<file path="src/rtl/dram_pkg.sv">
// Shared types and constants for the DRAM AXI4 read master.
// Optional error counter in the top is enabled by DRAM_READ_MASTER_ERR_CNT_EN.
package dram_pkg;

  typedef enum logic [1:0] {IDLE, AR, R} state_t;

  localparam logic [1:0] AXI_BURST_INCR = 2'b01;
  localparam logic [1:0] AXI_RESP_OKAY  = 2'b00;
  localparam int         BOUNDARY_4K    = 4096;

  // Whole beats that fit between a beat-aligned offset and the next 4 KB page.
  function automatic logic [12:0] beats_to_boundary(input logic [11:0] addr,
                                                    input logic [12:0] beat_bytes);
    logic [12:0] gap;
    gap = 13'(BOUNDARY_4K) - {1'b0, addr};
    return gap / beat_bytes;
  endfunction

endpackage

</file>
<file path="src/rtl/dram_read_master.sv">
// AXI4 read master: one request becomes one or two INCR bursts (split at 4 KB),
// beats stream to the image FIFO. Macro DRAM_READ_MASTER_ERR_CNT_EN adds rd_err_count.
module dram_read_master
  import dram_pkg::*;
#(
  parameter int DRAM_ADDR_WIDTH = 39,
  parameter int DRAM_DATA_WIDTH = 128,
  parameter int AXI_ID_WIDTH    = 16
) (
  input  logic                       s_axi_aclk,
  input  logic                       s_axi_aresetn,
  input  logic [DRAM_ADDR_WIDTH-1:0] dram_read_addr,
  input  logic [7:0]                 dram_read_len,
  input  logic                       dram_read_en,
  input  logic                       dram_buffer_full,
  output logic [DRAM_DATA_WIDTH-1:0] dram_read_data,
  output logic                       dram_read_data_valid,
  output logic                       dram_read_busy,
  output logic [DRAM_ADDR_WIDTH-1:0] m_axi_araddr,
  output logic [7:0]                 m_axi_arlen,
  output logic [2:0]                 m_axi_arsize,
  output logic [1:0]                 m_axi_arburst,
  output logic [AXI_ID_WIDTH-1:0]    m_axi_arid,
  output logic                       m_axi_arvalid,
  input  logic                       m_axi_arready,
  input  logic [DRAM_DATA_WIDTH-1:0] m_axi_rdata,
  input  logic [1:0]                 m_axi_rresp,
  input  logic                       m_axi_rlast,
  input  logic                       m_axi_rvalid,
`ifdef DRAM_READ_MASTER_ERR_CNT_EN
  output logic [15:0]                rd_err_count,
`endif
  output logic                       m_axi_rready,
  input  logic [AXI_ID_WIDTH-1:0]    m_axi_rid
);

  localparam int BEAT_BYTES = DRAM_DATA_WIDTH / 8;
  localparam int HI_W       = DRAM_ADDR_WIDTH - 12;

  state_t                     state, state_nxt;
  logic [DRAM_ADDR_WIDTH-1:0] ar_addr;
  logic [7:0]                 ar_len;
  logic [8:0]                 remaining;
  logic [8:0]                 req_beats;
  logic [12:0]                to_bound;
  logic [8:0]                 first_beats;
  logic                       r_hs;

  assign req_beats   = {1'b0, dram_read_len} + 9'd1;
  assign to_bound    = beats_to_boundary(dram_read_addr[11:0], 13'(BEAT_BYTES));
  assign first_beats = ({4'b0, req_beats} < to_bound) ? req_beats : to_bound[8:0];
  assign r_hs        = m_axi_rvalid && m_axi_rready;

  assign m_axi_araddr   = ar_addr;
  assign m_axi_arlen    = ar_len;
  assign m_axi_arsize   = 3'($clog2(BEAT_BYTES));
  assign m_axi_arburst  = AXI_BURST_INCR;
  assign m_axi_arid     = '0;
  assign dram_read_busy = (state != IDLE);

  always_ff @(posedge s_axi_aclk) begin
    if (!s_axi_aresetn) state <= IDLE;
    else                state <= state_nxt;
  end

  always_comb begin
    state_nxt     = state;
    m_axi_arvalid = 1'b0;
    m_axi_rready  = 1'b0;
    case (state)
      IDLE: if (dram_read_en) state_nxt = AR;
      AR: begin
        m_axi_arvalid = 1'b1;
        if (m_axi_arready) state_nxt = R;
      end
      R: begin
        m_axi_rready = !dram_buffer_full;
        // rlast alone terminates the burst, whatever the beat count says
        if (r_hs && m_axi_rlast) state_nxt = (remaining == 9'd0) ? IDLE : AR;
      end
      default: state_nxt = IDLE;
    endcase
  end

  always_ff @(posedge s_axi_aclk) begin
    if (!s_axi_aresetn) begin
      ar_addr              <= '0;
      ar_len               <= '0;
      remaining            <= '0;
      dram_read_data       <= '0;
      dram_read_data_valid <= 1'b0;
    end else begin
      dram_read_data_valid <= r_hs;
      if (r_hs) dram_read_data <= m_axi_rdata;
      if (state == IDLE && dram_read_en) begin
        ar_addr   <= dram_read_addr;
        ar_len    <= 8'(first_beats - 9'd1);
        remaining <= req_beats - first_beats;
      end else if (state == R && r_hs && m_axi_rlast && remaining != 9'd0) begin
        // second burst starts on the next page; upper bits wrap naturally
        ar_addr   <= {ar_addr[DRAM_ADDR_WIDTH-1:12] + HI_W'(1), 12'h000};
        ar_len    <= 8'(remaining - 9'd1);
        remaining <= '0;
      end
    end
  end

`ifdef DRAM_READ_MASTER_ERR_CNT_EN
  logic [1:0]  err_inc;
  logic [16:0] err_sum;
  assign err_inc = 2'(r_hs && (m_axi_rresp != AXI_RESP_OKAY))
                 + 2'(dram_read_en && (state != IDLE));
  assign err_sum = {1'b0, rd_err_count} + 17'(err_inc);

  always_ff @(posedge s_axi_aclk) begin
    if (!s_axi_aresetn) rd_err_count <= '0;
    else                rd_err_count <= err_sum[16] ? 16'hFFFF : err_sum[15:0];
  end

  logic unused_rid;
  assign unused_rid = ^m_axi_rid;
`else
  logic unused_rid;
  assign unused_rid = ^{m_axi_rid, m_axi_rresp};
`endif

endmodule
</file>
<file path="config.mk">
export PLATFORM = sky130hd
export DESIGN_NAME = dram_read_master
export DESIGN_NICKNAME = d
export VERILOG_FILES = /design/src/rtl/dram_pkg.sv /design/src/rtl/dram_read_master.sv
export SDC_FILE = /design/constraint.sdc
export NUM_CORES = 1
export LEC_CHECK = 0
export ABC_CLOCK_PERIOD_IN_PS = 13640
export CORE_AREA = 2 2 157 159
export CTS_CLUSTER_DIAMETER = 40
export DETAILED_ROUTE_END_ITERATION = 8
export DIE_AREA = 0 0 159 161
export PLACE_DENSITY = 0.71
export SYNTH_ARGS = -nofsm -noshare
export SYNTH_HDL_FRONTEND = slang
export SYNTH_SLANG_ARGS = --single-unit
</file>
<file path="constraint.sdc">
create_clock -name s_axi_aclk -period 13.64 [get_ports s_axi_aclk]
set_clock_uncertainty 0.2 [all_clocks]
set_input_delay 2.046 -clock s_axi_aclk [delete_from_list [all_inputs] [get_ports s_axi_aclk]]
set_output_delay 2.046 -clock s_axi_aclk [all_outputs]
set_load 0.02 [all_outputs]
</file>
==> flow_summary.yaml <==
worst_setup_path:
  crit_top_cell: "ha_1"
  cp-start-kind: "input port"
  regToRegSetupSlack_ns: 9.69
  crit_slowest_cell: "or4_4"
  crit_path_end_kind: "flip-flop"
  crit_type: "input port to flip-flop"
  worstPathMaxFanout: 11
  rr_worst_depth: 9
  r2r_end: "m_axi_araddr[27]"
  r2r-start: "state[0]"
  cpPeakStageDelay_ns: 0.59
  path_cells: "clkdlybuf4s50_1 > or4_4 > or3_4 > or2_1 > xnor2_1 > ha_1 > o31ai_1 > a221oi_1 > a311o_1 > a21oi_1 > nor2_1 > ha_1 > inv_1 > ha_1 > nor4b_1 > nand2_1 > o211ai_1 > a311oi_1 > o41ai_1 > or3_1 > nand3_1"
  cp.arrival_ns: 7.63
  critPathTopFamily: "simple AND/OR/NAND/NOR gates"
  required_ns: 13.73
  path_buf_inv: 2
yosys:
  synth_edf_count: 0
  syn_area_mm2: 0.00840
  ys_ff_latch: 187
  yosys_warnings: 0
  synth-seq-area-share_pct: 44.6
  synth_ff_type: "dfxtp_1"
  syn-instance-count: 1078
  synth_area_per_cell_um2: 7.80
  netlist-cell-type-count: 67
  synth-async-reset-ratio_pct: 0
floorplanning:
  ioPinCount: 400
  coreArea_mm2: 0.0240
  std_cell_rows: 57
  dieArea_mm2: 0.0256
  die_w_um: 159
  die_y_um: 161
  initial_core_util_pct: 35.1
place:
  dp_hpwl_um: 20400
  postPlaceCellArea_mm2: 0.0121
  gp_congestion: 0.911
  portBuffers: 360
job:
  maxCapViolCount: 0
routing:
  viasPerCell: 4.88
  num_vias: 8443
  drc: 0
  drtPass1Iterations: 5
  ant_nets: 0
  wirelength_um: 28000
  drt_iter0_drc: 606
  wl_per_cell_um: 16.2
min_path:
  whs_path_depth: 2
  hold_end: "dram_read_data[106]"
  hp-start: "dram_read_data[106]"
  hold_class: "flip-flop to flip-flop"
finish:
  num_antenna_cells: 0
  fin_util_pct: 53.1
  layout-drive-gt1-share_pct: 4.13
  areaGrowthSynthToFinish_pct: 51.3
  fin_area_mm2: 0.0127
  fin_nets: 1604
pwr:
  ir_drop_mv: 0.0752
  power.density_mw_per_mm2: 107
  finalPower_mw: 1.36
  power_leakage_nw: 4.37
grt:
  grt_overflow: 0
  grt_start_max_net_pins: 95
  busiest_layer: "met2"
  grtUsageMet1_pct: 25.3
  grt_util_all_layers_pct: 21.2
  grtUsageMet2_pct: 36.6
  grt_pass1_vias: 8034
  antenna_found_initial: 1
  grt_first_pass_wirelength_um: 43500
  grt_util_met3_pct: 7.29
clocking:
  clk_latency_ns: 0.43
  cts_tree: "done"
  ctsHoldBuffers: 0
  numCtsBuffers: 17
  clock_sinks: 187
  cts_root_buf: "clkbuf_16"
  postCtsSetupBuffers: 0
  post_cts_resize_count: 0
  htree_levels: 4
  clock_path_buffers: 2
  clk_pin_slew_ns: 0.07
timing:
  fin_setup_tns_ns: 0
  slew_headroom_pct: 29.5
  timing.final.crit_share_pct: 55.2
  period_minus_slack_ns: 7.54
  worst_pin_slew_ns: 1.06
  rsz0062_at_grt: "no"
  max_freq_mhz: 133
  final_hold_viol_count: 0
  drv_slew: 0
  setup_viol: 0
outcome:
  status: "finished, final reports clean"
[flip-flops by register name, summed over array words and instances (netlist names)]
register              cells
remaining                 9
m_axi_araddr             39
dram_read_data_valid      1
state                     2
m_axi_arlen               8
dram_read_data          128
[kinds of logic after synthesis]
| family | Yosys count | share of synthesized area [%] |
|---|---|---|
| AO/OA/AOI/OAI | 249 | 18.1 |
| flip-flops | 187 | 44.6 |
| other | 2 | 0.0894 |
| adder cells (fa/ha/maj) | 12 | 1.79 |
| AND/OR/NAND/NOR | 477 | 24.3 |
| buffers and inverters | 100 | 5.51 |
| XOR/XNOR | 49 | 5.42 |
| multiplexers | 2 | 0.268 |
[placed cells by master, fill, tap and decap left out, types with 3 or more instances in the layout]
| cell | netlist | layout |
|---|---|---|
| clkdlybuf4s50_1 | 0 | 360 |
| a31oi_1 | 4 | 4 |
| nor2b_1 | 5 | 5 |
| ha_1 | 12 | 12 |
| o21ai_1 | 6 | 6 |
| and4_1 | 5 | 5 |
| clkinv_8 | 0 | 4 |
| or2_2 | 3 | 3 |
| xor2_1 | 27 | 27 |
| xnor2_1 | 20 | 20 |
| inv_8 | 0 | 3 |
| and3_1 | 9 | 9 |
| nand4_1 | 8 | 8 |
| or3_1 | 5 | 5 |
| o31ai_1 | 3 | 3 |
| a32oi_1 | 3 | 3 |
| conb_1 | 2 | 21 |
| o21a_1 | 5 | 5 |
| inv_1 | 11 | 11 |
| and2_1 | 10 | 9 |
| buf_4 | 21 | 4 |
| a21oi_1 | 155 | 155 |
| inv_6 | 0 | 3 |
| o22ai_1 | 3 | 3 |
| clkbuf_16 | 0 | 17 |
| a311oi_1 | 5 | 5 |
| a211oi_1 | 23 | 23 |
| nor2_1 | 60 | 60 |
| nand2b_1 | 3 | 3 |
| nand2_1 | 312 | 310 |
| dfxtp_1 | 187 | 187 |
| nand3_1 | 35 | 35 |
| o21ai_0 | 17 | 17 |
| nor3_1 | 11 | 11 |
[metrics by stage]
stage / hold WS, ns / cells / worst slack [ns]
after floorplan: 0.250 / 1097 / 7.01
after global placement: 0.241 / 1697 / 5.75
after detailed placement: 0.245 / 1697 / 5.74
after CTS: 0.256 / 1729 / 6.17
after global routing: 0.270 / 1729 / 5.78
final: 0.253 / 1729 / 6.10
[synthesized netlist by cell type, types with 3 or more instances]
cell type,instances,area share (%)
nand2_1,312,14
dfxtp_1,187,45
a21oi_1,155,9.2
clkbuf_1,62,2.8
nor2_1,60,2.7
nand3_1,35,2.1
xor2_1,27,2.8
a211oi_1,23,2.1
buf_4,21,1.9
xnor2_1,20,2.1
o21ai_0,17,1.0
ha_1,12,1.8
inv_1,11,0.49
nor3_1,11,0.66
and2_1,10,0.74
and3_1,9,0.67
nand4_1,8,0.60
o21ai_1,6,0.36
a311oi_1,5,0.52
and4_1,5,0.52
nor2b_1,5,0.37
o21a_1,5,0.45
or3_1,5,0.37
a31oi_1,4,0.30
a32oi_1,3,0.31
buf_1,3,0.13
nand2b_1,3,0.22
o22ai_1,3,0.22
o31ai_1,3,0.27
or2_2,3,0.22
[how the worst max path moves through the flow]
stage / cells after the start / endpoint / from
4_1_cts: 21 / remaining[8] / dram_read_addr[3]
3_5_place_dp: 21 / remaining[8] / dram_read_addr[3]
6_report: 21 / remaining[8] / dram_read_addr[3]
3_3_place_gp: 21 / remaining[8] / dram_read_addr[3]
5_1_grt: 21 / remaining[8] / dram_read_addr[3]
2_1_floorplan: 18 / remaining[8] / dram_read_addr[3]
[worst register-to-register path, cell delays in order, from the launching register on]
cell and delay (ns):
dfxtp_1 0.31, nand2b_1 0.24, nor2_1 0.47, and2_4 0.63
nand2_1 0.25, a31oi_1 0.67, and2_1 0.51, nand3_1 0.15
xor2_1 0.17, a211oi_1 0.25
[layer usage]
metal | vias up | part of all wire [%]
li1 | 4222 | -
met3 | 29 | 8.6
met4 | 2 | 1.4
met5 | - | 0.057
met2 | 314 | 49
met1 | 3876 | 41
[layout make-up]
type                            count  area (um2)
Fill cell                        2273       11200
Multi-Input combinational cell    810        4280
Sequential cell                   187        3740
Timing Repair Buffer              364        3630
Clock buffer                       18         439
Tap cell                          324         405
Clock inverter                     14         164
Inverter                           12        47.5
[power breakdown]
group | internal [mW] | leakage (nW) | switching (mW) | total, mW
logic | 0.130 | 2.55 | 0.141 | 0.271
clock network | 0.253 | 0.295 | 0.250 | 0.503
registers | 0.568 | 1.52 | 0.0168 | 0.584
No activity file was read; power rests on OpenSTA's default activity.
